File: src/rtl/ntt_pkg.sv
// Shared NTT constants and the bit-reverse controller state encoding.
package ntt_pkg;
  localparam int CYC_W     = 4;
  localparam int CHUNKS    = 1 << CYC_W;
  localparam int DP_LAT    = 2;
  localparam int PE_NUMBER = 16;
  localparam int PE_DEPTH  = CHUNKS;

  typedef enum logic [1:0] {IDLE, LOAD, DRAIN} ctrl_state_e;
endpackage

File: src/rtl/bit_reverse_ctrl_if.sv
// Handshake/status bundle between the coefficient source, the NTT controller and bit_reverse_ctrl.
interface bit_reverse_ctrl_if;
  logic                     start;
  logic                     busy;
  logic                     in_valid;
  logic                     in_ready;
  logic [ntt_pkg::CYC_W-1:0] cycle;
  logic                     out_valid;
  logic [ntt_pkg::CYC_W-1:0] out_chunk;
  logic                     done;

  modport master (
    output start, in_valid,
    input  busy, in_ready, cycle, out_valid, out_chunk, done
  );

  modport slave (
    input  start, in_valid,
    output busy, in_ready, cycle, out_valid, out_chunk, done
  );
endinterface

File: src/rtl/bit_reverse_ctrl_delay.sv
// valid_delay_line: DEPTH-stage shift register of {valid, data} mirroring the datapath latency.
module valid_delay_line #(
  parameter int DEPTH = 2,
  parameter int W     = 4
) (
  input  logic         clk,
  input  logic         reset,
  input  logic         i_vld,
  input  logic [W-1:0] i_data,
  output logic         o_vld,
  output logic [W-1:0] o_data
);
  logic [DEPTH:1]        r_vld_pipe;
  logic [DEPTH:1][W-1:0] r_data_pipe;

  always_ff @(posedge clk) begin
    if (reset) begin
      r_vld_pipe  <= '0;
      r_data_pipe <= '0;
    end else begin
      r_vld_pipe[1]  <= i_vld;
      r_data_pipe[1] <= i_data;
      for (int s = 2; s <= DEPTH; s++) begin
        r_vld_pipe[s]  <= r_vld_pipe[s-1];
        r_data_pipe[s] <= r_data_pipe[s-1];
      end
    end
  end

  assign o_vld  = r_vld_pipe[DEPTH];
  assign o_data = r_data_pipe[DEPTH];
endmodule

File: src/rtl/bit_reverse_ctrl.sv
// Bit-reverse stage sequencer: beat counter, IDLE/LOAD/DRAIN FSM, and output-valid tracking.
// Optional macro BITREV_CTRL_STALL_EN lets in_valid stall acceptance during LOAD.
module bit_reverse_ctrl
  import ntt_pkg::*;
(
  input logic               clk,
  input logic               reset,
  bit_reverse_ctrl_if.slave bus
);
  ctrl_state_e      r_state, w_state_nxt;
  logic [CYC_W-1:0] r_cnt;
  logic             r_busy;
  logic             w_accept;
  logic             w_last_beat;
  logic             w_tail_vld;
  logic [CYC_W-1:0] w_tail_idx;
  logic             w_done;

`ifdef BITREV_CTRL_STALL_EN
  assign w_accept = (r_state == LOAD) && bus.in_valid;
`else
  // Source guarantees a contiguous burst, so every LOAD cycle consumes a beat.
  logic w_unused_in_valid;
  assign w_unused_in_valid = bus.in_valid;
  assign w_accept          = (r_state == LOAD);
`endif

  assign w_last_beat = w_accept && (r_cnt == CYC_W'(CHUNKS - 1));
  assign w_done      = w_tail_vld && (w_tail_idx == CYC_W'(CHUNKS - 1));

  always_comb begin
    w_state_nxt = r_state;
    unique case (r_state)
      IDLE:    if (bus.start)   w_state_nxt = LOAD;
      LOAD:    if (w_last_beat) w_state_nxt = DRAIN;
      DRAIN:   if (w_done)      w_state_nxt = IDLE;
      default:                  w_state_nxt = IDLE;
    endcase
  end

  always_ff @(posedge clk) begin
    if (reset) begin
      r_state <= IDLE;
      r_cnt   <= '0;
      r_busy  <= 1'b0;
    end else begin
      r_state <= w_state_nxt;
      r_busy  <= (w_state_nxt != IDLE);
      // Counter wraps to 0 on the final beat, so it is already clear in DRAIN/IDLE.
      if (r_state == IDLE && bus.start) r_cnt <= '0;
      else if (w_accept)                r_cnt <= r_cnt + 1'b1;
    end
  end

  valid_delay_line #(.DEPTH(DP_LAT), .W(CYC_W)) u_vdl (
    .clk    (clk),
    .reset  (reset),
    .i_vld  (w_accept),
    .i_data (r_cnt),
    .o_vld  (w_tail_vld),
    .o_data (w_tail_idx)
  );

  assign bus.busy      = r_busy;
  assign bus.in_ready  = (r_state == LOAD);
  assign bus.cycle     = r_cnt;
  assign bus.out_valid = w_tail_vld;
  assign bus.out_chunk = w_tail_idx;
  assign bus.done      = w_done;
endmodule
File: src/flat_wrapper.sv
// flat-port wrapper written by rule: the top's interface ports become plain ports
module bit_reverse_ctrl_flat import ntt_pkg::*;
  (clk, reset, bus_start, bus_in_valid, bus_busy, bus_in_ready, bus_cycle, bus_out_valid, bus_out_chunk, bus_done);
  bit_reverse_ctrl_if bus_i ();
  input logic clk;
  input logic reset;
  input wire logic [$bits(bus_i.start)-1:0] bus_start;
  input wire logic [$bits(bus_i.in_valid)-1:0] bus_in_valid;
  output wire logic [$bits(bus_i.busy)-1:0] bus_busy;
  output wire logic [$bits(bus_i.in_ready)-1:0] bus_in_ready;
  output wire logic [$bits(bus_i.cycle)-1:0] bus_cycle;
  output wire logic [$bits(bus_i.out_valid)-1:0] bus_out_valid;
  output wire logic [$bits(bus_i.out_chunk)-1:0] bus_out_chunk;
  output wire logic [$bits(bus_i.done)-1:0] bus_done;
  assign bus_i.start = bus_start;
  assign bus_i.in_valid = bus_in_valid;
  assign bus_busy = bus_i.busy;
  assign bus_in_ready = bus_i.in_ready;
  assign bus_cycle = bus_i.cycle;
  assign bus_out_valid = bus_i.out_valid;
  assign bus_out_chunk = bus_i.out_chunk;
  assign bus_done = bus_i.done;
  bit_reverse_ctrl u_core (.clk(clk), .reset(reset), .bus(bus_i));
endmodule
File: config.mk
export PLATFORM = sky130hd
export DESIGN_NAME = bit_reverse_ctrl_flat
export DESIGN_NICKNAME = d
export VERILOG_FILES = /design/src/rtl/ntt_pkg.sv /design/src/rtl/bit_reverse_ctrl_if.sv /design/src/rtl/bit_reverse_ctrl_delay.sv /design/src/rtl/bit_reverse_ctrl.sv /design/src/flat_wrapper.sv
export SDC_FILE = /design/constraint.sdc
export NUM_CORES = 1
export LEC_CHECK = 0
export CORE_MARGIN = 2
export CORE_UTILIZATION = 25
export DETAILED_ROUTE_END_ITERATION = 7
export PLACE_DENSITY = 0.54
export REMOVE_ABC_BUFFERS = 1
export SLEW_MARGIN = 20
export SYNTH_ARGS = -nofsm -noshare
export SYNTH_HDL_FRONTEND = slang
export SYNTH_HIERARCHICAL = 1
export SYNTH_SLANG_ARGS = --single-unit
File: constraint.sdc
create_clock -name clk -period 1.3 [get_ports clk]
set_input_delay 0.13 -clock clk [delete_from_list [all_inputs] [get_ports clk]]
set_output_delay 0.13 -clock clk [all_outputs]
set_load 0.02 [all_outputs]
==> impl_metrics.env <==
export IMPL_cp_data_required_time_ns=1.52
export IMPL_multi_input_comb_area_um2=222.7
export IMPL_drc_errors=0
export IMPL_setup_viol=0
export IMPL_seq_area_frac_synth_pct=57.38
export IMPL_dr_pass1_iters=4
export IMPL_setup_tns_final_ns=0
export IMPL_ff2ff_setup_slack_ns=0.09
export IMPL_num_fill_cells=246
export IMPL_die_h_um=52.71
export IMPL_layout_common_cells="dfxtp_1 (17), nor2b_1 (13), dlygate4sd2_1 (10)"
export IMPL_core_um2=2233
export IMPL_fp_dieArea_um2=2778
export IMPL_root_buffer="clkbuf_4"
export IMPL_cts_buffers=3
export IMPL_worstSetupPathType="reg -> reg"
export IMPL_end_kind="flop"
export IMPL_synth_cell_type_count=18
export IMPL_netSwitchingPower_uw=207.5
export IMPL_drive_gt1_share_pct=14.67
export IMPL_cap_violations=0
export IMPL_die_w_um=52.71
export IMPL_cp_start_kind="flop"
export IMPL_routed_wl_um=990
export IMPL_syn_to_final_growth_pct=32.49
export IMPL_worstHoldPathType="reg -> reg"
export IMPL_fmax_mhz=825.1
export IMPL_postSynthCellCount=57
export IMPL_place_congestion=0.7259
export IMPL_initial_utilization_pct=26.55
export IMPL_via_count=419
export IMPL_power_density_nw_per_um2=1140
export IMPL_slew_viol_final=0
export IMPL_post_cts_buffers=0
export IMPL_grt_pass1_vias=395
export IMPL_seqCellArea_um2=340.3
export IMPL_ant_nets=0
export IMPL_pwr_share_seq_pct=60.5
export IMPL_power_leakage_nw=0.3516
export IMPL_ys_ff_latch=17
export IMPL_worst_slew_pin_slew_ns=0.2789
export IMPL_routed_via_density=4.068
export IMPL_final_cells=103
export IMPL_gr_total_overflow=0
export IMPL_internal_power_uw=687.8
export IMPL_comb_power_share_pct=9.1
export IMPL_std_cell_rows=17
export IMPL_numPortBuffers=14
export IMPL_p_total_uw=895.4
export IMPL_holdWs_ns=0.4442
export IMPL_clock_latency_ns=0.28
export IMPL_crit_fanout=6
export IMPL_clkSinkCount=17
export IMPL_wire_per_inst_um=9.612
export IMPL_r2r_end="u_core/bus.cycle[3]$_SDFFE_PP0P_"
export IMPL_place_inst=99
export IMPL_cts_tree="done"
export IMPL_max_clock_path_buffers=2
export IMPL_antenna_found_initial=0
export IMPL_final_common_cell="dfxtp_1"
export IMPL_worstReg2RegStart="u_core/r_state[1]$_SDFF_PP0_"
export IMPL_synth_area_um2=593.1
export IMPL_ioPinCount=16
export IMPL_worstPathArrival_ns=1.43
export IMPL_synth_avg_cell_area_um2=10.40
export IMPL_relSlewSlack_pct=81.41
export IMPL_grt_pass1_wl_um=1718
export IMPL_startpoint="u_core/r_state[1]$_SDFF_PP0_"
export IMPL_grt_util_all_layers_pct=8.783
export IMPL_cts_clk_slew_worst_paths_ns=0.10
export IMPL_place_ws_ns=0.05619
export IMPL_hold_viol=0
export IMPL_n_antenna_cell=0
export IMPL_ir_drop_mv=0.4453
export IMPL_drt_iter0_drc=6
export IMPL_synth_warnings=6
export IMPL_skew_ns=0.003821
export IMPL_nets=81
export IMPL_dpl_hpwl_um=712.8
export IMPL_post_route_period_util_pct=93.23
export IMPL_pwr_share_clk_pct=30.4
export IMPL_hp_start="u_core/u_vdl/r_data_pipe[3]$_SDFF_PP0_"
export IMPL_status="finished clean"
export IMPL_p_sw_share_pct=23.18
export IMPL_h_tree_depth=1
export IMPL_min_period_ns=1.212
export IMPL_reg2regPathDepth=4
export IMPL_postCtsHoldBufs=0
export IMPL_setup_ws_ns=0.08800
export IMPL_crit_end="u_core/bus.cycle[3]$_SDFFE_PP0P_"
export IMPL_rsz0062_at_grt="false"
export IMPL_grt_max_degree=18
[worst min path at each step]
stage / to / slack [ns] / cells after the start
floorplan: u_core/bus.busy$_SDFF_PP0_ / 0.20 / 1
global placement: u_core/u_vdl/r_vld_pipe[2]$_SDFF_PP0_ / 0.42 / 1
detailed placement: u_core/u_vdl/o_data[3]$_SDFF_PP0_ / 0.43 / 1
CTS: u_core/u_vdl/o_data[3]$_SDFF_PP0_ / 0.45 / 1
global route: u_core/u_vdl/o_data[0]$_SDFF_PP0_ / 0.47 / 1
finish: u_core/u_vdl/o_data[3]$_SDFF_PP0_ / 0.44 / 1
[sequential cells by signal, summed over array words and instances, names as in the netlist]
register / flops
u_core/bus.busy: 1
u_core/bus.cycle: 4
u_core/r_state: 2
u_core/u_vdl/o_data: 4
u_core/u_vdl/r_data_pipe: 4
u_core/u_vdl/r_vld_pipe: 2
[layer usage]
metal	up-vias	global-route usage, %	routed length, um
met5	-	0	0
met4	0	6.410	0
met3	0	2.857	72
met2	13	11.25	392
met1	180	11.92	524
li1	226	-	-
[metrics by stage]
stage | util, % | area, um2
floorplan | - | 563.0
global placement | 34.96 | 780.7
detailed placement | 34.96 | 780.7
CTS | 35.57 | 794.5
global route | 35.18 | 785.8
finish | 35.18 | 785.8
[final cells by class]
type / instances / share of cell area, %
Sequential cell: 17 / 43.31
Tap cell: 28 / 4.459
Clock inverter: 1 / 0.6369
Timing Repair Buffer: 18 / 20.38
Clock buffer: 3 / 2.866
Multi-Input combinational cell: 36 / 28.34
[synth_stat cells]
cell	instances	area, um2
a211oi_1	1	7.510
a21oi_1	2	10.01
a222oi_1	1	10.01
a22oi_1	1	7.510
a31oi_1	1	6.260
and2b_2	1	8.760
and3_1	1	6.260
buf_4	4	30.03
dfxtp_1	17	340.3
ha_1	1	12.51
mux2i_1	1	10.01
nand2_1	3	11.26
nand3_1	3	15.01
nor2_1	4	15.01
nor2b_1	13	81.33
o21ai_0	1	5.000
o21bai_1	1	7.510
or3b_1	1	8.760
[cells by family after synthesis]
family,Yosys count,share of synthesized area (%)
simple gates,26,24.68
flops,17,57.38
compound gates,8,9.073
buf+inv,4,5.063
mux,1,1.688
fa+ha+maj,1,2.109
[power by group through the flow]
stage          clock [mW]  sequential (mW)  combinational (mW)
2_1_floorplan           0            0.564              0.0236
3_3_place_gp            0            0.554              0.0898
3_5_place_dp            0            0.554              0.0894
4_1_cts             0.284            0.542              0.0835
5_1_grt             0.311            0.544              0.0887
6_report            0.272            0.541              0.0815
[critical path, stage by stage, from the launching register on]
cell and delay [ns]:
dfxtp_1 0.32, and2b_2 0.22, buf_4 0.13, or3b_1 0.35, a31oi_1 0.12
[what timing repair did]
action	4_1_cts	5_1_grt
pin swaps	0	1
gates resized for setup	13	3
setup endpoints to repair	12	3
Power figures use the tool's default switching activity.
